### config.mk
export PLATFORM = sky130hd
export DESIGN_NAME = uart_tx_core
export DESIGN_NICKNAME = d
export VERILOG_FILES = /design/src/rtl/uart_pkg.sv /design/src/rtl/uart_baud_gen.sv /design/src/rtl/uart_tx_core.sv
export SDC_FILE = /design/constraint.sdc
export NUM_CORES = 1
export LEC_CHECK = 0
export BUFFER_PORTS_ARGS = -buffer_cell sky130_fd_sc_hd__buf_2
export CORE_ASPECT_RATIO = 0.8
export CORE_UTILIZATION = 50
export DETAILED_ROUTE_END_ITERATION = 6
export GPL_TIMING_DRIVEN = 0
export PLACE_DENSITY = 0.75
export SYNTH_ARGS = -nofsm -noshare
export SYNTH_HDL_FRONTEND = slang
export SYNTH_SLANG_ARGS = --single-unit
### constraint.sdc
create_clock -name clk -period 3.5 [get_ports clk]
set_input_delay 0.35 -clock clk [delete_from_list [all_inputs] [get_ports clk]]
set_output_delay 0.35 -clock clk [all_outputs]
set_load 0.01 [all_outputs]
### src/rtl/uart_pkg.sv
// Shared types and defaults for the UART transmit/receive path.
// frame_cycles() gives the clk cycles one complete frame occupies on the line.
package uart_pkg;

   typedef enum logic [2:0] {IDLE, START, DATA, PARITY, STOP} tx_state_t;

   localparam int DEF_CLKS_PER_BIT = 16;
   localparam int DEF_DATA_BITS    = 8;
   localparam int DEF_PARITY_EN    = 0;
   localparam int DEF_PARITY_ODD   = 0;
   localparam int DEF_STOP_BITS    = 1;

   function automatic int frame_cycles(input int clks_per_bit, input int data_bits,
                                       input int parity_en, input int stop_bits);
      return (1 + data_bits + parity_en + stop_bits) * clks_per_bit;
   endfunction

endpackage

### src/rtl/uart_baud_gen.sv
// Bit-period timer: counts 0..CLKS_PER_BIT-1 while enabled and flags the last cycle.
// Shared by the transmitter and the loopback receiver.
module uart_baud_gen
   import uart_pkg::*;
#(
   parameter int CLKS_PER_BIT = DEF_CLKS_PER_BIT
) (
   input  logic clk,
   input  logic rst_n,
   input  logic clear,
   input  logic enable,
   output logic bit_end
);

   localparam int CW = (CLKS_PER_BIT > 1) ? $clog2(CLKS_PER_BIT) : 1;
   localparam logic [CW-1:0] LAST = CW'(CLKS_PER_BIT - 1);

   logic [CW-1:0] cnt_q;

   assign bit_end = enable && (cnt_q == LAST);

   // Wrapping on bit_end restarts the count for whatever bit follows.
   always_ff @(posedge clk or negedge rst_n) begin
      if (!rst_n) begin
         cnt_q <= '0;
      end else if (clear) begin
         cnt_q <= '0;
      end else if (enable) begin
         cnt_q <= bit_end ? '0 : cnt_q + CW'(1);
      end
   end

endmodule

### src/rtl/uart_tx_core.sv
// UART transmitter: one trigger sends start, DATA_BITS data bits LSB-first,
// optional parity and STOP_BITS stop bits. All outputs come straight from flops.
module uart_tx_core
   import uart_pkg::*;
#(
   parameter int CLKS_PER_BIT = DEF_CLKS_PER_BIT,
   parameter int DATA_BITS    = DEF_DATA_BITS,
   parameter int PARITY_EN    = DEF_PARITY_EN,
   parameter int PARITY_ODD   = DEF_PARITY_ODD,
   parameter int STOP_BITS    = DEF_STOP_BITS
) (
   input  logic       clk,
   input  logic       rst_n,
   input  logic [7:0] tx_din,
   input  logic       tx_trigger,
   output logic       tx_busy,
   output logic       tx_done,
   output logic       tx_serial
);

   localparam logic [2:0] LAST_DATA = 3'(DATA_BITS - 1);
   localparam logic [2:0] LAST_STOP = 3'(STOP_BITS - 1);
   localparam logic [7:0] DATA_MASK = 8'((1 << DATA_BITS) - 1);
   localparam logic       ODD_BIT   = (PARITY_ODD != 0);
   localparam logic       HAS_PAR   = (PARITY_EN != 0);

   tx_state_t  state_q, state_d;
   logic [7:0] shreg_q, shreg_d;
   logic [2:0] bit_cnt_q, bit_cnt_d;
   logic       parity_q, parity_d;
   logic       serial_q, serial_d;
   logic       busy_q, busy_d;
   logic       done_q, done_d;
   logic       bit_end;

   // The timer is held clear in IDLE, so START always begins from count 0.
   uart_baud_gen #(.CLKS_PER_BIT(CLKS_PER_BIT)) u_baud (
      .clk     (clk),
      .rst_n   (rst_n),
      .clear   (state_q == IDLE),
      .enable  (state_q != IDLE),
      .bit_end (bit_end)
   );

   always_ff @(posedge clk or negedge rst_n) begin
      if (!rst_n) begin
         state_q   <= IDLE;
         shreg_q   <= '0;
         bit_cnt_q <= '0;
         parity_q  <= 1'b0;
         serial_q  <= 1'b1;
         busy_q    <= 1'b0;
         done_q    <= 1'b0;
      end else begin
         state_q   <= state_d;
         shreg_q   <= shreg_d;
         bit_cnt_q <= bit_cnt_d;
         parity_q  <= parity_d;
         serial_q  <= serial_d;
         busy_q    <= busy_d;
         done_q    <= done_d;
      end
   end

   // Next-state logic decides the line level of the upcoming bit, so tx_serial
   // changes on the same edge as the state.
   always_comb begin
      state_d   = state_q;
      shreg_d   = shreg_q;
      bit_cnt_d = bit_cnt_q;
      parity_d  = parity_q;
      serial_d  = serial_q;
      busy_d    = busy_q;
      done_d    = 1'b0;
      case (state_q)
         IDLE: begin
            if (tx_trigger) begin
               shreg_d   = tx_din & DATA_MASK;
               parity_d  = (^(tx_din & DATA_MASK)) ^ ODD_BIT;
               bit_cnt_d = '0;
               state_d   = START;
               serial_d  = 1'b0;
               busy_d    = 1'b1;
            end
         end
         START: begin
            if (bit_end) begin
               state_d   = DATA;
               serial_d  = shreg_q[0];
               bit_cnt_d = '0;
            end
         end
         DATA: begin
            if (bit_end) begin
               if (bit_cnt_q == LAST_DATA) begin
                  bit_cnt_d = '0;
                  if (HAS_PAR) begin
                     state_d  = PARITY;
                     serial_d = parity_q;
                  end else begin
                     state_d  = STOP;
                     serial_d = 1'b1;
                  end
               end else begin
                  shreg_d   = shreg_q >> 1;
                  serial_d  = shreg_q[1];
                  bit_cnt_d = bit_cnt_q + 3'd1;
               end
            end
         end
         PARITY: begin
            if (bit_end) begin
               state_d   = STOP;
               serial_d  = 1'b1;
               bit_cnt_d = '0;
            end
         end
         STOP: begin
            if (bit_end) begin
               if (bit_cnt_q == LAST_STOP) begin
                  state_d   = IDLE;
                  busy_d    = 1'b0;
                  done_d    = 1'b1;
                  serial_d  = 1'b1;
                  bit_cnt_d = '0;
               end else begin
                  bit_cnt_d = bit_cnt_q + 3'd1;
               end
            end
         end
         default: begin
            state_d  = IDLE;
            serial_d = 1'b1;
            busy_d   = 1'b0;
         end
      endcase
   end

   assign tx_serial = serial_q;
   assign tx_busy   = busy_q;
   assign tx_done   = done_q;

endmodule

==> results of run 1 <==
[layout by cell type, fill, tap and decap left out, types with 4 or more instances in the layout]
cell	netlist	routed
sky130_fd_sc_hd__nor3_1	4	4
sky130_fd_sc_hd__ha_1	5	5
sky130_fd_sc_hd__buf_2	1	14
sky130_fd_sc_hd__dfrtp_1	20	20
sky130_fd_sc_hd__a21oi_1	4	4
sky130_fd_sc_hd__o21ai_0	12	12
sky130_fd_sc_hd__mux2i_1	8	8
sky130_fd_sc_hd__nand2_1	13	13
sky130_fd_sc_hd__nor2_1	7	7
sky130_fd_sc_hd__inv_1	4	4
[state kept, by name (all words and copies together) (netlist names)]
name,count
tx_serial,1
tx_busy,1
bit_cnt_q,3
state_q,3
tx_done,1
u_baud.cnt_q,4
shreg_q,8
[routing by layer]
metal	wire, um	up-vias
met5	0	-
met4	22	0
met3	82	2
met2	1000	20
met1	992	417
li1	-	431
[stage by stage]
step	cells	power [uW]	area [um2]	hold slack, ns	utilization
2_1_floorplan	112	675	1170	0.0544	-
3_3_place_gp	150	739	1260	0.328	0.580
3_5_place_dp	150	766	1260	0.328	0.580
4_1_cts	155	883	1300	0.248	0.598
5_1_grt	155	949	1300	0.281	0.598
6_report	155	878	1300	0.252	0.598
[power by group through the flow]
stage	combinational (uW)	clock (uW)	sequential [uW]
after global routing	404	130	415
after global placement	339	0	400
after CTS	362	120	401
after detailed placement	360	0	406
final	359	118	401
after floorplan	282	0	393
[logic make-up after synthesis]
| group | count (synthesis) | synth area share |
|---|---|---|
| buf+inv | 9 | 0.0525 |
| xor+xnor | 1 | 0.00750 |
| flops | 21 | 0.451 |
| compound gates | 29 | 0.166 |
| fa+ha+maj | 5 | 0.0536 |
| simple gates | 36 | 0.171 |
| mux | 11 | 0.0975 |
[worst reg2reg max path, delay by kind of cell (launching register included)]
family / cells / cell delay [ns]
flops: 1 / 0.44
simple gates: 2 / 0.29
mux: 1 / 0.38
fa+ha+maj: 1 / 0.26
compound gates: 1 / 0.32
[cell type report]
class                           instances  share of cell area
Clock buffer                            3              0.0173
Multi-Input combinational cell         82               0.445
Clock inverter                          1             0.00385
Timing Repair Buffer                   14              0.0577
Inverter                                4              0.0115
Sequential cell                        21               0.405
Tap cell                               25              0.0240
Buffer                                  5              0.0356
[how the worst max path moves through the flow]
stage / startpoint / end / slack [ns] / cells past startpoint
after floorplan: u_baud.cnt_q[0] / bit_cnt_q[0] / 1.95 / 5
after global placement: u_baud.cnt_q[0] / bit_cnt_q[2] / 1.80 / 5
after detailed placement: u_baud.cnt_q[0] / bit_cnt_q[1] / 1.75 / 5
after CTS: u_baud.cnt_q[0] / bit_cnt_q[1] / 1.72 / 5
after global routing: u_baud.cnt_q[0] / bit_cnt_q[1] / 1.61 / 5
final: u_baud.cnt_q[0] / bit_cnt_q[1] / 1.71 / 5
==> metrics, run 1 <==
Worst setup EP type=flop; total negative slack for setup checks=0 ns; synth cell count leaders=20 x sky130_fd_sc_hd__dfrtp_1, 13 x sky130_fd_sc_hd__nand2_1, 12 x sky130_fd_sc_hd__o21ai_0, 8 x sky130_fd_sc_hd__mux2i_1, 7 x sky130_fd_sc_hd__nor2_1; total number of nets in the final design=147; maximum root-to-sink buffer count=2; sequential group share of total power=0.457; delay of the slowest critical-path stage=about 0.44 ns; final number of hold-violating endpoints=0; Final period util=0.512; core area=0.00218 mm2; Global Route Usage Sum=0.184; sink count of the clock tree=21; post-detail-place hpwl=1550 um; postcts setup bufs=0; headroom to the max-slew limit=0.680; IO Pins=14; average footprint of a synthesized cell=10.4 um2; worst hold stages=3; class of the most critical setup path=reg2reg; proportion of total power due to net switching=0.376; number of enable flip-flop cells after synthesis=0; CTS-repair resized insts=0; setup violators final=0; maximum net fanout on the critical path=6; global routing usage on met2=0.324; total die area=roughly 0.0025 mm2; clock tree skew after final layout=0.00979 ns; FF/Latch Area=~530 um2; arrival time of data at the critical path endpoint=about 2 ns; status=finished, final reports clean; Worst Hold End=shreg_q[7]; final antenna-violating net count=0; Post-CTS Hold Fix Bufs=1; 1st-iter DRT viols=19; signed area change from the synthesized netlist to the final layout=11.5%; worst-case setup margin in the final layout=1.71 ns; clock buffers created by TritonCTS=3; part of the power in combinational logic=0.409; path depth of the worst reg2reg path=5; Hold Crit Class=in2reg; aggregate global routing overflow=0; number of storage elements in the synthesis netlist=21; number of antenna violations at the first check in global routing=0; prevailing post-synth register cell=sky130_fd_sc_hd__dfrtp_1; r2r startpoint=u_baud.cnt_q[0]; pin count of the biggest net entering global routing=22; DR vias=870; net load switching power=330 uW; number of warning messages in the yosys log=0; clock input transition at the sequential cells of the worst setup and hold paths=0.12 ns; die extent in x=between 50 and 60 um; count of distinct cell types in the synthesized netlist=33; number of nets produced by synthesis=128; R2R Path End=bit_cnt_q[1]; synth top area cells=sky130_fd_sc_hd__dfrtp_1 43%, sky130_fd_sc_hd__mux2i_1 6.9%, sky130_fd_sc_hd__ha_1 5.4%, sky130_fd_sc_hd__o21ai_0 5.1%, sky130_fd_sc_hd__nand2_1 4.2%; largest area contributor in the netlist=sky130_fd_sc_hd__dfrtp_1; IR drop worst, VDD=~530 uV; via count of the first global-routing pass=815; Worst-Skew Late Latency=between 0.3 and 0.4 ns; slew of the pin with the lowest slew margin=0.476 ns; critical-path cell list=ha_1 -> nand3_1 -> nor2_1 -> o21ai_1 -> mux2_2; DRT Wirelength=between 2000 and 2500 um; weighted congestion reported at the end of routability-driven placement=0.825; origin of the worst min-delay path=tx_din[7]; top-count cell post-synth=sky130_fd_sc_hd__dfrtp_1; Mapped Area=0.00117 mm2; layer with the highest usage=met2; Clk network pwr share=0.134; Buffers on Ports=13; fraction of layout instances using a drive strength above 1=0.238; peak clock frequency supported by timing=~560 MHz; multi-input combinational cell area=579 um2; met1 usage=0.221; overall die height=45.2 um; worst path bufs/invs=0; final antenna diode count=0; Avg Vias per Cell=around 5.6; Worst Path Required=3.70 ns; Remaining DRCs=0; fraction of synthesized cell area taken by the top area cell type=0.429; number of instances in the synthesized netlist=112; sequential share of the synthesized area=0.451; max-cap violation count=0; starting density of the core=0.536; Pwr per Cell Area=674 mW/mm2; Max H-tree Level=1; Setup WS pre-CTS=1.75 ns; setup repair after global routing missed its margin=false; Core Rows=15; proportion of register bits with asynchronous set or reset after synthesis=1.00; clk root buf=sky130_fd_sc_hd__clkbuf_4; first-pass GRT wire length=3480 um; Int Pwr=548 uW; detail-routed net length per standard cell=~14 um; min Tclk post-route=1.79 ns; setup slack of the worst register-to-register path=about 1.7 ns; final-report max-slew violation count=0; CTS tree=done; number of fill cells in the layout=184; static power due to leakage=0.000605 uW; slowest cell on the critical path=sky130_fd_sc_hd__dfrtp_1; top cell family by delay on the critical path=flip-flops; Startpoint Class=flop; M3 GR Usage=0.0516; length of the first detailed-routing pass in iterations=4
(Power assumes the default switching activity.)
==> run 2, diff against run 1 <==
==> constraint.sdc (replaced) <==
create_clock -name clk -period 1.7 [get_ports clk]
set_input_delay 0.17 -clock clk [delete_from_list [all_inputs] [get_ports clk]]
set_output_delay 0.17 -clock clk [all_outputs]
set_load 0.01 [all_outputs]
==> run 2 against run 1 <==
Compared with the run above: core utilization is 0.80 points higher; cell count stayed put; critical path depth stayed put; clock skew is 0.0019 ns higher; clock power is 110% higher; final area is 1.3% higher; first-iteration DRC count is 21% higher; combinational power is 110% higher; sequential power is 110% higher; hold slack worse by 0.18 ns; critical endpoint unchanged.
==> metrics, run 2 (synthesis results as in run 1) <==
status=finished, final reports clean; first-pass GRT wire length=between 3000 and 4000 um; max-cap violation count=0; Regs by FF count=shreg_q x8, u_baud.cnt_q x4; 1st-iter DRT viols=23; total negative slack for setup checks=0 ns; aggregate global routing overflow=0; IR drop worst, VDD=1130 uV; number of antenna violations at the first check in global routing=0; CTS tree=done; leading cell type in the layout, fill and taps excluded=sky130_fd_sc_hd__dfrtp_1; origin of the worst min-delay path=tx_din[7]; via count of the first global-routing pass=a little over 800; number of fill cells in the layout=181; peak clock frequency supported by timing=approximately 620 MHz; Worst Path Required=approximately 1.9 ns; Global Route Usage Sum=0.185; total number of nets in the final design=~150; final-report max-slew violation count=0; Startpoint Class=flop; worst hold stages=3; DR vias=860; Most flops, register=shreg_q; delay of the slowest critical-path stage=0.43 ns; critical-path cell list=ha_1 -> nand3_2 -> nor2_1 -> o21ai_2 -> mux2_2; Pwr per Cell Area=1390 mW/mm2; setup violators final=0; length of the first detailed-routing pass in iterations=4; maximum root-to-sink buffer count=2; Core Rows=15; Clk network pwr share=0.133; min Tclk post-route=1.62 ns; Int Pwr=1140 uW; weighted congestion reported at the end of routability-driven placement=0.825; final number of hold-violating endpoints=0; arrival time of data at the critical path endpoint=1.82 ns; Worst Hold End=shreg_q[7]; setup repair after global routing missed its margin=false; Cell Area, Placed=approximately 0.0013 mm2; total die area=0.00253 mm2; Remaining DRCs=0; clock input transition at the sequential cells of the worst setup and hold paths=roughly 0.13 ns; sequential group share of total power=0.455; final antenna diode count=0; headroom to the max-slew limit=0.675; max reg flops=8; die extent in x=56.0 um; r2r startpoint=u_baud.cnt_q[0]; slew of the pin with the lowest slew margin=0.483 ns; fraction of layout instances using a drive strength above 1=0.277; Max H-tree Level=1; Finished Core Util=0.606; net load switching power=698 uW; class of the most critical setup path=reg2reg; final std cell area, no fill=0.00132 mm2; maximum net fanout on the critical path=6; clock tree skew after final layout=0.0117 ns; Worst-Skew Late Latency=0.31 ns; highest-count cells in the layout ignoring fill and taps=20 x sky130_fd_sc_hd__dfrtp_1, 14 x sky130_fd_sc_hd__buf_2, 13 x sky130_fd_sc_hd__nand2_1; path depth of the worst reg2reg path=5; clk root buf=sky130_fd_sc_hd__clkbuf_4; Final period util=0.952; Hold Crit Class=in2reg; slowest cell on the critical path=sky130_fd_sc_hd__dfrtp_1; static power due to leakage=0.000606 uW; part of the power in combinational logic=0.412; clock buffers created by TritonCTS=3; DRT Wirelength=2140 um; R2R Path End=bit_cnt_q[1]; top cell family by delay on the critical path=flip-flops; IO Pins=14; Worst setup EP type=flop; pin count of the biggest net entering global routing=22; proportion of total power due to net switching=0.381; setup slack of the worst register-to-register path=0.08 ns; detail-routed net length per standard cell=13.8 um; starting density of the core=0.536; overall die height=45.2 um; final antenna-violating net count=0; overall power consumption=1830 uW; Avg Vias per Cell=around 5.5; Buffers on Ports=13; FF/Latch Area=527 um2; signed area change from the synthesized netlist to the final layout=13.0%; post-detail-place hpwl=1550 um; multi-input combinational cell area=597 um2; core area=roughly 0.0022 mm2; sink count of the clock tree=21; worst path bufs/invs=0
## run 2: metal layers
| metal | share of wire | GRT usage | routed length, um |
|---|---|---|---|
| met5 | 0 | 0 | 0 |
| met1 | 0.48 | 0.222 | 1040 |
| met4 | 0.010 | 0.0683 | 22 |
| met2 | 0.47 | 0.326 | 1000 |
| met3 | 0.038 | 0.0516 | 81 |
## run 2: timing repair
action,CTS,global route
setup buffers,0,0
hold buffers,1,0
gates resized for setup,3,2
pin swaps,0,2
hold endpoints to repair,20,0
setup endpoints to repair,3,10
## run 2: how the worst max path moves through the flow
stage | depth (start not counted) | endpoint | from
final | 5 | bit_cnt_q[1] | u_baud.cnt_q[0]
after floorplan | 5 | bit_cnt_q[0] | u_baud.cnt_q[0]
after global placement | 5 | bit_cnt_q[2] | u_baud.cnt_q[0]
after global routing | 6 | shreg_q[6] | u_baud.cnt_q[0]
after detailed placement | 5 | bit_cnt_q[1] | u_baud.cnt_q[0]
after CTS | 5 | shreg_q[4] | u_baud.cnt_q[0]
## run 2: per-stage QoR
step | setup WS (ns) | hold slack, ns | instances
after floorplan | 0.150 | -0.126 | 112
after global placement | -0.00256 | 0.148 | 150
after detailed placement | -0.0508 | 0.148 | 150
after CTS | 0.0279 | 0.0682 | 155
after global routing | 0.00751 | 0.101 | 155
final | 0.0821 | 0.0736 | 155
## run 2: layout make-up
type | instances | share of cell area
repair buffers | 14 | 0.0569
multi-input cells | 82 | 0.453
plain buffers | 5 | 0.0351
clock buffers | 3 | 0.0171
clock inverters | 1 | 0.00380
well taps | 25 | 0.0237
inverters | 4 | 0.0114
flip-flops and latches | 21 | 0.399
## run 2: power groups by stage
| stage | Combinational (uW) | Clock (uW) | Sequential, uW |
|---|---|---|---|
| detailed placement | 741 | 0 | 836 |
| finish | 754 | 244 | 835 |
| global route | 846 | 268 | 861 |
| CTS | 755 | 248 | 830 |
| global placement | 698 | 0 | 824 |
| floorplan | 580 | 0 | 809 |
## run 2: worst reg2reg max path: cells and delay by family (launching register included)
| kind | cells | cell delay (ns) |
|---|---|---|
| DFF | 1 | 0.43 |
| muxes | 1 | 0.36 |
| adders and majority gates | 1 | 0.27 |
| and+or+nand+nor | 2 | 0.23 |
| AOI/OAI and AO/OA | 1 | 0.22 |
